--- src/rtl/pipeline_stall_ctrl_if.sv ---
// Hazard-unit bundle: ID/EX/MEM hazard inputs in, pipeline
// register enable, bubble and MULT/DIV sequencing controls out.
interface pipeline_stall_ctrl_if #(
  parameter int REG_ADDR_W = 5
);
  logic [REG_ADDR_W-1:0] rs_addr_ID;
  logic [REG_ADDR_W-1:0] rt_addr_ID;
  logic                  use_rs_ID;
  logic                  use_rt_ID;
  logic                  store_ID;
  logic [REG_ADDR_W-1:0] target_EX;
  logic                  MemRead_EX;
  logic                  muldiv_EX;
  logic                  is_div_EX;
  logic                  flush_MEM;

  logic stall_PC;
  logic stall_IF_ID;
  logic stall_ID_EX;
  logic bubble_EX;
  logic bubble_MEM;
  logic flush_all;
  logic muldiv_start;
  logic muldiv_done;
  logic busy;

  modport master (
    output rs_addr_ID, rt_addr_ID,
    output use_rs_ID, use_rt_ID, store_ID,
    output target_EX, MemRead_EX,
    output muldiv_EX, is_div_EX, flush_MEM,
    input  stall_PC, stall_IF_ID, stall_ID_EX,
    input  bubble_EX, bubble_MEM, flush_all,
    input  muldiv_start, muldiv_done, busy
  );

  modport slave (
    input  rs_addr_ID, rt_addr_ID,
    input  use_rs_ID, use_rt_ID, store_ID,
    input  target_EX, MemRead_EX,
    input  muldiv_EX, is_div_EX, flush_MEM,
    output stall_PC, stall_IF_ID, stall_ID_EX,
    output bubble_EX, bubble_MEM, flush_all,
    output muldiv_start, muldiv_done, busy
  );
endinterface

--- src/rtl/pipeline_stall_ctrl.sv ---
// Stall/flush scheduler: load-use detection, MULT/DIV
// sequencing FSM and flush > multi-cycle > load-use arbitration.
module pipeline_stall_ctrl #(
  parameter int REG_ADDR_W  = 5,
  parameter int MULT_CYCLES = 4,
  parameter int DIV_CYCLES  = 32,
  parameter int CNT_W       = 6
) (
  input logic            clk,
  input logic            rst_n,
  pipeline_stall_ctrl_if.slave hz
);

  typedef enum logic [1:0] {
    IDLE = 2'd0,
    BUSY = 2'd1,
    DONE = 2'd2
  } state_t;

  localparam logic [CNT_W-1:0] MULT_LOAD =
    CNT_W'(MULT_CYCLES - 1);
  localparam logic [CNT_W-1:0] DIV_LOAD =
    CNT_W'(DIV_CYCLES - 1);
  localparam logic [CNT_W-1:0] ONE = CNT_W'(1);
  localparam logic [REG_ADDR_W-1:0] ZERO_REG = '0;

  state_t           state;
  state_t           state_nxt;
  logic [CNT_W-1:0] cnt;
  logic [CNT_W-1:0] cnt_nxt;

  logic start;
  logic mdstall;
  logic lu;
  logic rs_hit;
  logic rt_hit;
  logic sel_flush;
  logic sel_md;
  logic sel_lu;

  always_ff @(posedge clk) begin
    if (!rst_n) begin
      state <= IDLE;
      cnt   <= '0;
    end else begin
      state <= state_nxt;
      cnt   <= cnt_nxt;
    end
  end

  always_comb begin
    state_nxt = state;
    cnt_nxt   = cnt;
    if (hz.flush_MEM) begin
      state_nxt = IDLE;
      cnt_nxt   = '0;
    end else begin
      unique case (state)
        IDLE: begin
          if (hz.muldiv_EX) begin
            state_nxt = BUSY;
            cnt_nxt   = hz.is_div_EX ? DIV_LOAD
                                     : MULT_LOAD;
          end
        end
        BUSY: begin
          if (cnt > ONE) begin
            cnt_nxt = cnt - ONE;
          end else begin
            state_nxt = DONE;
            cnt_nxt   = '0;
          end
        end
        DONE: begin
          state_nxt = IDLE;
          cnt_nxt   = '0;
        end
        default: begin
          state_nxt = IDLE;
          cnt_nxt   = '0;
        end
      endcase
    end
  end

  // Store data in rt is forwarded in MEM, so it never hazards here.
  assign rs_hit = hz.use_rs_ID
                & (hz.rs_addr_ID == hz.target_EX);
  assign rt_hit = hz.use_rt_ID & ~hz.store_ID
                & (hz.rt_addr_ID == hz.target_EX);
  assign lu = hz.MemRead_EX
            & (hz.target_EX != ZERO_REG)
            & (rs_hit | rt_hit);

  assign start = rst_n & ~hz.flush_MEM
               & (state == IDLE) & hz.muldiv_EX;
  assign mdstall = start | (rst_n & (state == BUSY));

  assign sel_flush = rst_n & hz.flush_MEM;
  assign sel_md    = ~sel_flush & mdstall;
  assign sel_lu    = rst_n & ~sel_flush & ~mdstall & lu;

  always_comb begin
    hz.stall_PC     = 1'b0;
    hz.stall_IF_ID  = 1'b0;
    hz.stall_ID_EX  = 1'b0;
    hz.bubble_EX    = 1'b0;
    hz.bubble_MEM   = 1'b0;
    hz.flush_all    = 1'b0;
    hz.muldiv_start = start;
    hz.muldiv_done  = rst_n & ~hz.flush_MEM
                    & (state == DONE);
    hz.busy         = rst_n & (state == BUSY);
    unique case (1'b1)
      sel_flush: begin
        hz.flush_all = 1'b1;
      end
      sel_md: begin
        hz.stall_PC    = 1'b1;
        hz.stall_IF_ID = 1'b1;
        hz.stall_ID_EX = 1'b1;
        hz.bubble_MEM  = 1'b1;
      end
      sel_lu: begin
        hz.stall_PC    = 1'b1;
        hz.stall_IF_ID = 1'b1;
        hz.bubble_EX   = 1'b1;
      end
      default: begin
      end
    endcase
  end

endmodule

--- src/flat_wrapper.sv ---
// flat-port wrapper written by rule: the top's interface ports become plain ports
module pipeline_stall_ctrl_flat 
#(
  parameter int REG_ADDR_W  = 5,
  parameter int MULT_CYCLES = 4,
  parameter int DIV_CYCLES  = 32,
  parameter int CNT_W       = 6
)
  (clk, rst_n, hz_rs_addr_ID, hz_rt_addr_ID, hz_use_rs_ID, hz_use_rt_ID, hz_store_ID, hz_target_EX, hz_MemRead_EX, hz_muldiv_EX, hz_is_div_EX, hz_flush_MEM, hz_stall_PC, hz_stall_IF_ID, hz_stall_ID_EX, hz_bubble_EX, hz_bubble_MEM, hz_flush_all, hz_muldiv_start, hz_muldiv_done, hz_busy);
  pipeline_stall_ctrl_if #(.REG_ADDR_W(REG_ADDR_W)) hz_i ();
  input logic clk;
  input logic rst_n;
  input wire logic [$bits(hz_i.rs_addr_ID)-1:0] hz_rs_addr_ID;
  input wire logic [$bits(hz_i.rt_addr_ID)-1:0] hz_rt_addr_ID;
  input wire logic [$bits(hz_i.use_rs_ID)-1:0] hz_use_rs_ID;
  input wire logic [$bits(hz_i.use_rt_ID)-1:0] hz_use_rt_ID;
  input wire logic [$bits(hz_i.store_ID)-1:0] hz_store_ID;
  input wire logic [$bits(hz_i.target_EX)-1:0] hz_target_EX;
  input wire logic [$bits(hz_i.MemRead_EX)-1:0] hz_MemRead_EX;
  input wire logic [$bits(hz_i.muldiv_EX)-1:0] hz_muldiv_EX;
  input wire logic [$bits(hz_i.is_div_EX)-1:0] hz_is_div_EX;
  input wire logic [$bits(hz_i.flush_MEM)-1:0] hz_flush_MEM;
  output wire logic [$bits(hz_i.stall_PC)-1:0] hz_stall_PC;
  output wire logic [$bits(hz_i.stall_IF_ID)-1:0] hz_stall_IF_ID;
  output wire logic [$bits(hz_i.stall_ID_EX)-1:0] hz_stall_ID_EX;
  output wire logic [$bits(hz_i.bubble_EX)-1:0] hz_bubble_EX;
  output wire logic [$bits(hz_i.bubble_MEM)-1:0] hz_bubble_MEM;
  output wire logic [$bits(hz_i.flush_all)-1:0] hz_flush_all;
  output wire logic [$bits(hz_i.muldiv_start)-1:0] hz_muldiv_start;
  output wire logic [$bits(hz_i.muldiv_done)-1:0] hz_muldiv_done;
  output wire logic [$bits(hz_i.busy)-1:0] hz_busy;
  assign hz_i.rs_addr_ID = hz_rs_addr_ID;
  assign hz_i.rt_addr_ID = hz_rt_addr_ID;
  assign hz_i.use_rs_ID = hz_use_rs_ID;
  assign hz_i.use_rt_ID = hz_use_rt_ID;
  assign hz_i.store_ID = hz_store_ID;
  assign hz_i.target_EX = hz_target_EX;
  assign hz_i.MemRead_EX = hz_MemRead_EX;
  assign hz_i.muldiv_EX = hz_muldiv_EX;
  assign hz_i.is_div_EX = hz_is_div_EX;
  assign hz_i.flush_MEM = hz_flush_MEM;
  assign hz_stall_PC = hz_i.stall_PC;
  assign hz_stall_IF_ID = hz_i.stall_IF_ID;
  assign hz_stall_ID_EX = hz_i.stall_ID_EX;
  assign hz_bubble_EX = hz_i.bubble_EX;
  assign hz_bubble_MEM = hz_i.bubble_MEM;
  assign hz_flush_all = hz_i.flush_all;
  assign hz_muldiv_start = hz_i.muldiv_start;
  assign hz_muldiv_done = hz_i.muldiv_done;
  assign hz_busy = hz_i.busy;
  pipeline_stall_ctrl #(.REG_ADDR_W(REG_ADDR_W), .MULT_CYCLES(MULT_CYCLES), .DIV_CYCLES(DIV_CYCLES), .CNT_W(CNT_W)) u_core (.clk(clk), .rst_n(rst_n), .hz(hz_i));
endmodule
--- config.mk ---
export PLATFORM = sky130hd
export DESIGN_NAME = pipeline_stall_ctrl_flat
export DESIGN_NICKNAME = d
export VERILOG_FILES = /design/src/rtl/pipeline_stall_ctrl_if.sv /design/src/rtl/pipeline_stall_ctrl.sv /design/src/flat_wrapper.sv
export SDC_FILE = /design/constraint.sdc
export NUM_CORES = 1
export LEC_CHECK = 0
export ABC_AREA = 1
export BUFFER_PORTS_ARGS = -buffer_cell sky130_fd_sc_hd__buf_4
export CAP_MARGIN = 30
export CORE_UTILIZATION = 24
export CTS_CLUSTER_DIAMETER = 120
export CTS_CLUSTER_SIZE = 40
export DETAILED_ROUTE_END_ITERATION = 8
export GPL_TIMING_DRIVEN = 0
export HOLD_SLACK_MARGIN = 0.05
export SLEW_MARGIN = 20
export SYNTH_ARGS = -nofsm -noshare
export SYNTH_HDL_FRONTEND = slang
export SYNTH_SLANG_ARGS = --single-unit
--- constraint.sdc ---
create_clock -name clk -period 1.1 [get_ports clk]
set_input_delay 0.22 -clock clk [delete_from_list [all_inputs] [get_ports clk]]
set_output_delay 0.22 -clock clk [all_outputs]
set_load 0.05 [all_outputs]
# --- Word-level counts from Yosys, hierarchy flattened ---
# Cells that the tools add are included.
word_totals:
  register_bits: 8
  output_inout_bits: 9
  wordCells: 48
  in_bits: 24
op_classes:
  bitwise: 22
  n_mux: 11
  magnitude_cmp: 1
  add_sub_neg: 1
  eq_ne: 6
  n_reduce_logical: 5
op_table:
  columns: ["cell", "n"]
  rows:
  - ["1-bit bitwise AND", 15]
  - ["6-bit 2-to-1 mux", 2]
  - ["6-bit case mux with 2 select lines", 1]
  - ["5-bit == test", 2]
  - ["6-bit by 1-bit greater-than comparator with 1-bit output, second input constant", 1]
  - ["6-bit by 1-bit subtractor with 6-bit output, second input constant", 1]
  - ["5-bit 2-to-1 mux", 1]
  - ["1-bit NOT", 5]
  - ["5-bit nonzero test", 1]
  - ["1-bit 2-to-1 mux", 4]
  - ["2-bit 2-to-1 mux", 2]
  - ["2-bit != test, second input constant", 2]
  - ["2-bit case mux with 2 select lines", 1]
  - ["2-bit OR reduction", 2]
  - ["2-bit by 1-bit == test with 1-bit output, second input constant", 1]
  - ["2-bit == test, second input constant", 1]
  - ["2-bit zero test", 1]
  - ["1-bit OR", 2]
  - ["2-bit AND reduction", 1]

# --- Logic depth before layout (Yosys ltp) ---
depth:
  word_depth: 10
  depth_mapped: 11
  ltp_nobuf: 11

# --- Worst setup path before layout ---
# OpenSTA, ideal clock, no wires.
synth_path:
  path_kind: "register to output"
  startpoint: "reg u_core.state[0]"
  endpoint: "out hz_stall_PC"
  slack_ps: -1034
  path_buffers: 1
  required_time_ps: 880
  path_stages_with_launch: 8
  arrival_time_ps: 1914
  path_cell_list: "dfxtp_1 > nand2_2 > nor2_2 > nor2_4 > nor2_4 > inv_2 > nand2_2 > buf_4"
synth_between:
  elab_cells_between_ends: 12
  cone_classes: "eq/ne: 1; mux: 1; bitwise: 8; reduce/logical: 2"
synth_lines:
  columns: ["element", "line", "text"]
  rows:
  - ["start: declaration", "pipeline_stall_ctrl.sv:27", "state_t state;"]
  - ["start signal: assignment", "pipeline_stall_ctrl.sv:46", "state <= state_nxt;"]
  - ["2-bit by 1-bit == test with 1-bit output *", null, null]
  - ["1-bit bitwise AND *", null, null]
  - ["via hz_busy", "flat_wrapper.sv:31", "output wire logic [$bits(hz_i.busy)-1:0] hz_busy;"]
  - ["1-bit OR *", "pipeline_stall_ctrl.sv:97", "assign mdstall = start | (rst_n & (state == BUSY));"]
  - ["1-bit NOT", "pipeline_stall_ctrl.sv:101", "assign sel_lu = rst_n & ~sel_flush & ~mdstall & lu;"]
  - ["1-bit bitwise AND (2 in series)", "pipeline_stall_ctrl.sv:101", null]
  - ["2-bit OR reduction (no line) *", null, null]
  - ["1-bit 2-to-1 mux *", "pipeline_stall_ctrl.sv:114", "unique case (1'b1)"]
  - ["end: declaration", "flat_wrapper.sv:23", "output wire logic [$bits(hz_i.stall_PC)-1:0] hz_stall_PC;"]
# The timed path passes the listed nets; every way through them passes the cells marked *.

# --- Worst setup path in the final report ---
layout_path:
  startpoint: "reg u_core.state[1]"
  endpoint: "out hz_stall_PC"
layout_between:
  elab_chain_len: 9
  elab_cells_between_ends: 12
  cone_classes: "eq/ne: 1; mux: 1; bitwise: 8; reduce/logical: 2"
layout_lines:
  columns: ["element", "line", "text"]
  rows:
  - ["2-bit zero test", "pipeline_stall_ctrl.sv:96", "& (state == IDLE) & hz.muldiv_EX;"]
  - ["1-bit bitwise AND (2 in series)", "pipeline_stall_ctrl.sv:96", null]
  - ["1-bit OR *", "pipeline_stall_ctrl.sv:97", null]
  - ["1-bit NOT", "pipeline_stall_ctrl.sv:101", null]
  - ["1-bit bitwise AND (2 in series)", "pipeline_stall_ctrl.sv:101", null]
  - ["2-bit OR reduction (no line) *", null, null]
  - ["1-bit 2-to-1 mux *", "pipeline_stall_ctrl.sv:114", null]
# Mark *: on every way between the ends. The rest lies on a longest branch, timed or not.

==> flow_summary.json <==
{
  "cts_tree": "done",
  "setup_slack_ns": -0.641,
  "drive_gt1_share_pct": 53.0,
  "cp-startpoint": "u_core.state[1]",
  "r2r_setup_slack_ns": -0.16,
  "crit_slowest_cell": "dfxtp_2",
  "multi_input_area_um2": 603,
  "htree_levels": 1,
  "hold_violations": 0,
  "layout_commonest_cell": "buf_4",
  "syn2layout_area_growth_pct": 75.3,
  "die_w_um": 57.9,
  "drt-vias-per-instance": 4.63,
  "crit_path_end_kind": "primary output",
  "netlist_instances": 122,
  "grt_usage_pct": 14.1,
  "fp-row-count": 19,
  "fin_worst_skew_ns": 0.0113,
  "arrival_ns": 1.52,
  "final_cell_area_mm2": 0.00132,
  "min_path_type": "in -> reg",
  "setup_tns_ns": -4.14,
  "critPathMaxStageDelay_ns": 0.36,
  "ant_nets": 0,
  "peakVddDrop_mv": 0.281,
  "power.leakage_nw": 0.640,
  "status": "finished, violations left",
  "nets": 194,
  "failed_checks": "negative setup slack",
  "detailed_place.area_mm2": 0.00108,
  "io_buffers": 32,
  "dr.pass1.iters": 4,
  "holdWs_ns": 0.159,
  "period_needed_ns": 1.74,
  "hold_buffers": 0,
  "drc": 0,
  "dr_total_vias": 912,
  "num-fill-cells": 296,
  "crit_type": "reg -> out",
  "yosys_register_bits": 8,
  "numCtsBuffers": 3,
  "drt-total-wl_mm": 2.13,
  "clkLatencyLatePin_ns": 0.26,
  "numClockSinks": 8,
  "synth.yosys.seq_area_share_pct": 21.3,
  "layout_common_cells": "buf_4, nand2_1, nor2_1",
  "gp_congestion": 0.834,
  "yosysWarningCount": 0,
  "start_util_pct": 26.3,
  "clock_path_buffers": 2,
  "clockRootBuffer": "clkbuf_4",
  "slew_violations": 0,
  "powerDensity_mw_per_mm2": 767,
  "cp_cell_sequence": "inv_2, nand2_4, nor2_4, nor2_4, nand3_2, nor2_2, nand2_2, nand2_8, buf_8, buf_8",
  "antenna_found_initial": 0,
  "grt_overflow_total": 0,
  "required_ns": 0.88,
  "slew_headroom_pct": 78.9,
  "dieArea_mm2": 0.00336,
  "clk_pin_slew_worst_paths_ns": 0.05,
  "synth_cell_types": 25,
  "grt_pass1_vias": 844,
  "path_max_fanout": 2,
  "crit_end": "hz_stall_PC",
  "critical_path.reg2reg.endpoint": "u_core.cnt[4]",
  "grt_max_degree": 8,
  "synth_area_um2": 751,
  "grt_pass1_wl_mm": 3.63,
  "hpwl_mm": 1.56,
  "rsz0062_at_grt": "true",
  "setup_viol": 16,
  "n_antenna_cell": 0,
  "io_pins": 33,
  "max-cap-violations": 0,
  "worst_slew_pin_slew_ns": 0.314,
  "r2r_cells": 11,
  "startpoint_type": "flip-flop",
  "fp.coreArea_mm2": 0.00285,
  "r2r-start": "u_core.cnt[1]",
  "max_freq_mhz": 574,
  "drt_iter0_markers": 39,
  "pre_cts_ws_ns": -0.534,
  "wl_per_cell_um": 10.8,
  "synthesis.nets": 148,
  "die_height_um": 57.9,
  "ff_latch_area_um2": 170,
  "syn_avg_cell_area_um2": 6.15,
  "post-route-period-util_pct": 158
}
==> per-layer routing <==
metal	up-vias	GRT usage, %	part of all wire [%]
met1	409	15.1	38
li1	465	-	-
met4	0	2.04	0
met5	-	0	0
met3	0	6.25	9.2
met2	38	25.8	53
==> cells in the mapped netlist <==
master | instances | area share [%]
nand2_1 | 31 | 15
nor2_1 | 16 | 8.0
inv_1 | 15 | 7.5
dfxtp_1 | 8 | 21
o21ai_0 | 7 | 4.7
a21oi_1 | 5 | 3.3
nand2_2 | 5 | 4.2
nor2_4 | 5 | 7.5
xor2_1 | 4 | 4.7
inv_2 | 3 | 1.5
nand3_1 | 3 | 2.0
buf_4 | 2 | 2.0
ha_1 | 2 | 3.3
nand3b_1 | 2 | 2.0
nor2_2 | 2 | 1.7
nor3_1 | 2 | 1.3
nor4_1 | 2 | 1.7
clkinv_1 | 1 | 0.50
inv_4 | 1 | 0.83
nand2_4 | 1 | 1.5
nand3_2 | 1 | 1.3
nand4_1 | 1 | 0.83
o21a_1 | 1 | 1.0
o21ai_1 | 1 | 0.67
xnor2_1 | 1 | 1.2
==> final cells by class <==
| class | instances | share of cell area, % |
|---|---|---|
| plain buffers | 2 | 2.00 |
| inverters | 20 | 6.65 |
| repair buffers | 41 | 27.9 |
| well taps | 31 | 2.95 |
| flip-flops and latches | 8 | 12.9 |
| multi-input cells | 92 | 45.8 |
| clock buffers | 3 | 1.71 |
==> where the power goes <==
part / switching (mW) / total (mW) / internal (mW)
clock: 0.115 / 0.240 / 0.126
sequential: 0.0159 / 0.316 / 0.300
combinational: 0.242 / 0.453 / 0.211
total: 0.373 / 1.01 / 0.637
==> sequential cells by signal, summed over array words and instances, names as in the netlist <==
name	count
u_core.state	2
u_core.cnt	6
==> worst max-delay path, delay by kind of cell (launching register included) <==
| family | cells | cell delay, ns |
|---|---|---|
| flip-flops | 1 | 0.36 |
| buffers and inverters | 3 | 0.28 |
| AND/OR/NAND/NOR | 7 | 0.63 |
==> how the worst min path moves through the flow <==
stage                  from               to  slack [ns]  cells past startpoint
2_1_floorplan  hz_flush_MEM  u_core.state[1]        0.29                      1
3_3_place_gp   hz_flush_MEM  u_core.state[1]        0.43                      2
3_5_place_dp   hz_flush_MEM  u_core.state[1]        0.42                      2
4_1_cts        hz_flush_MEM  u_core.state[1]        0.15                      2
5_1_grt        hz_flush_MEM  u_core.state[1]        0.15                      2
6_report       hz_flush_MEM  u_core.state[1]        0.16                      2
==> cell families after synthesis <==
family / after synthesis / share of synthesized area, %
AO/OA/AOI/OAI: 14 / 9.67
buffers and inverters: 22 / 12.3
adder cells (fa/ha/maj): 2 / 3.33
flip-flops: 8 / 21.3
XOR/XNOR: 5 / 5.83
AND/OR/NAND/NOR: 71 / 47.5
==> what timing repair did <==
item	in CTS	in global routing
pin swaps	11	16
setup buffers	8	2
cloned	0	0
endpoints found under the setup margin	15	16
gates resized for setup	31	13
==> metrics by stage <==
| stage | total power, mW | instances | utilization [%] |
|---|---|---|---|
| finish | 1.01 | 197 | 46.1 |
| global route | 1.07 | 197 | 46.1 |
| detailed placement | 0.687 | 185 | 37.8 |
| global placement | 0.678 | 185 | 37.8 |
| floorplan | 0.557 | 122 | - |
| CTS | 0.986 | 196 | 44.3 |
(Power assumes the default switching activity.)
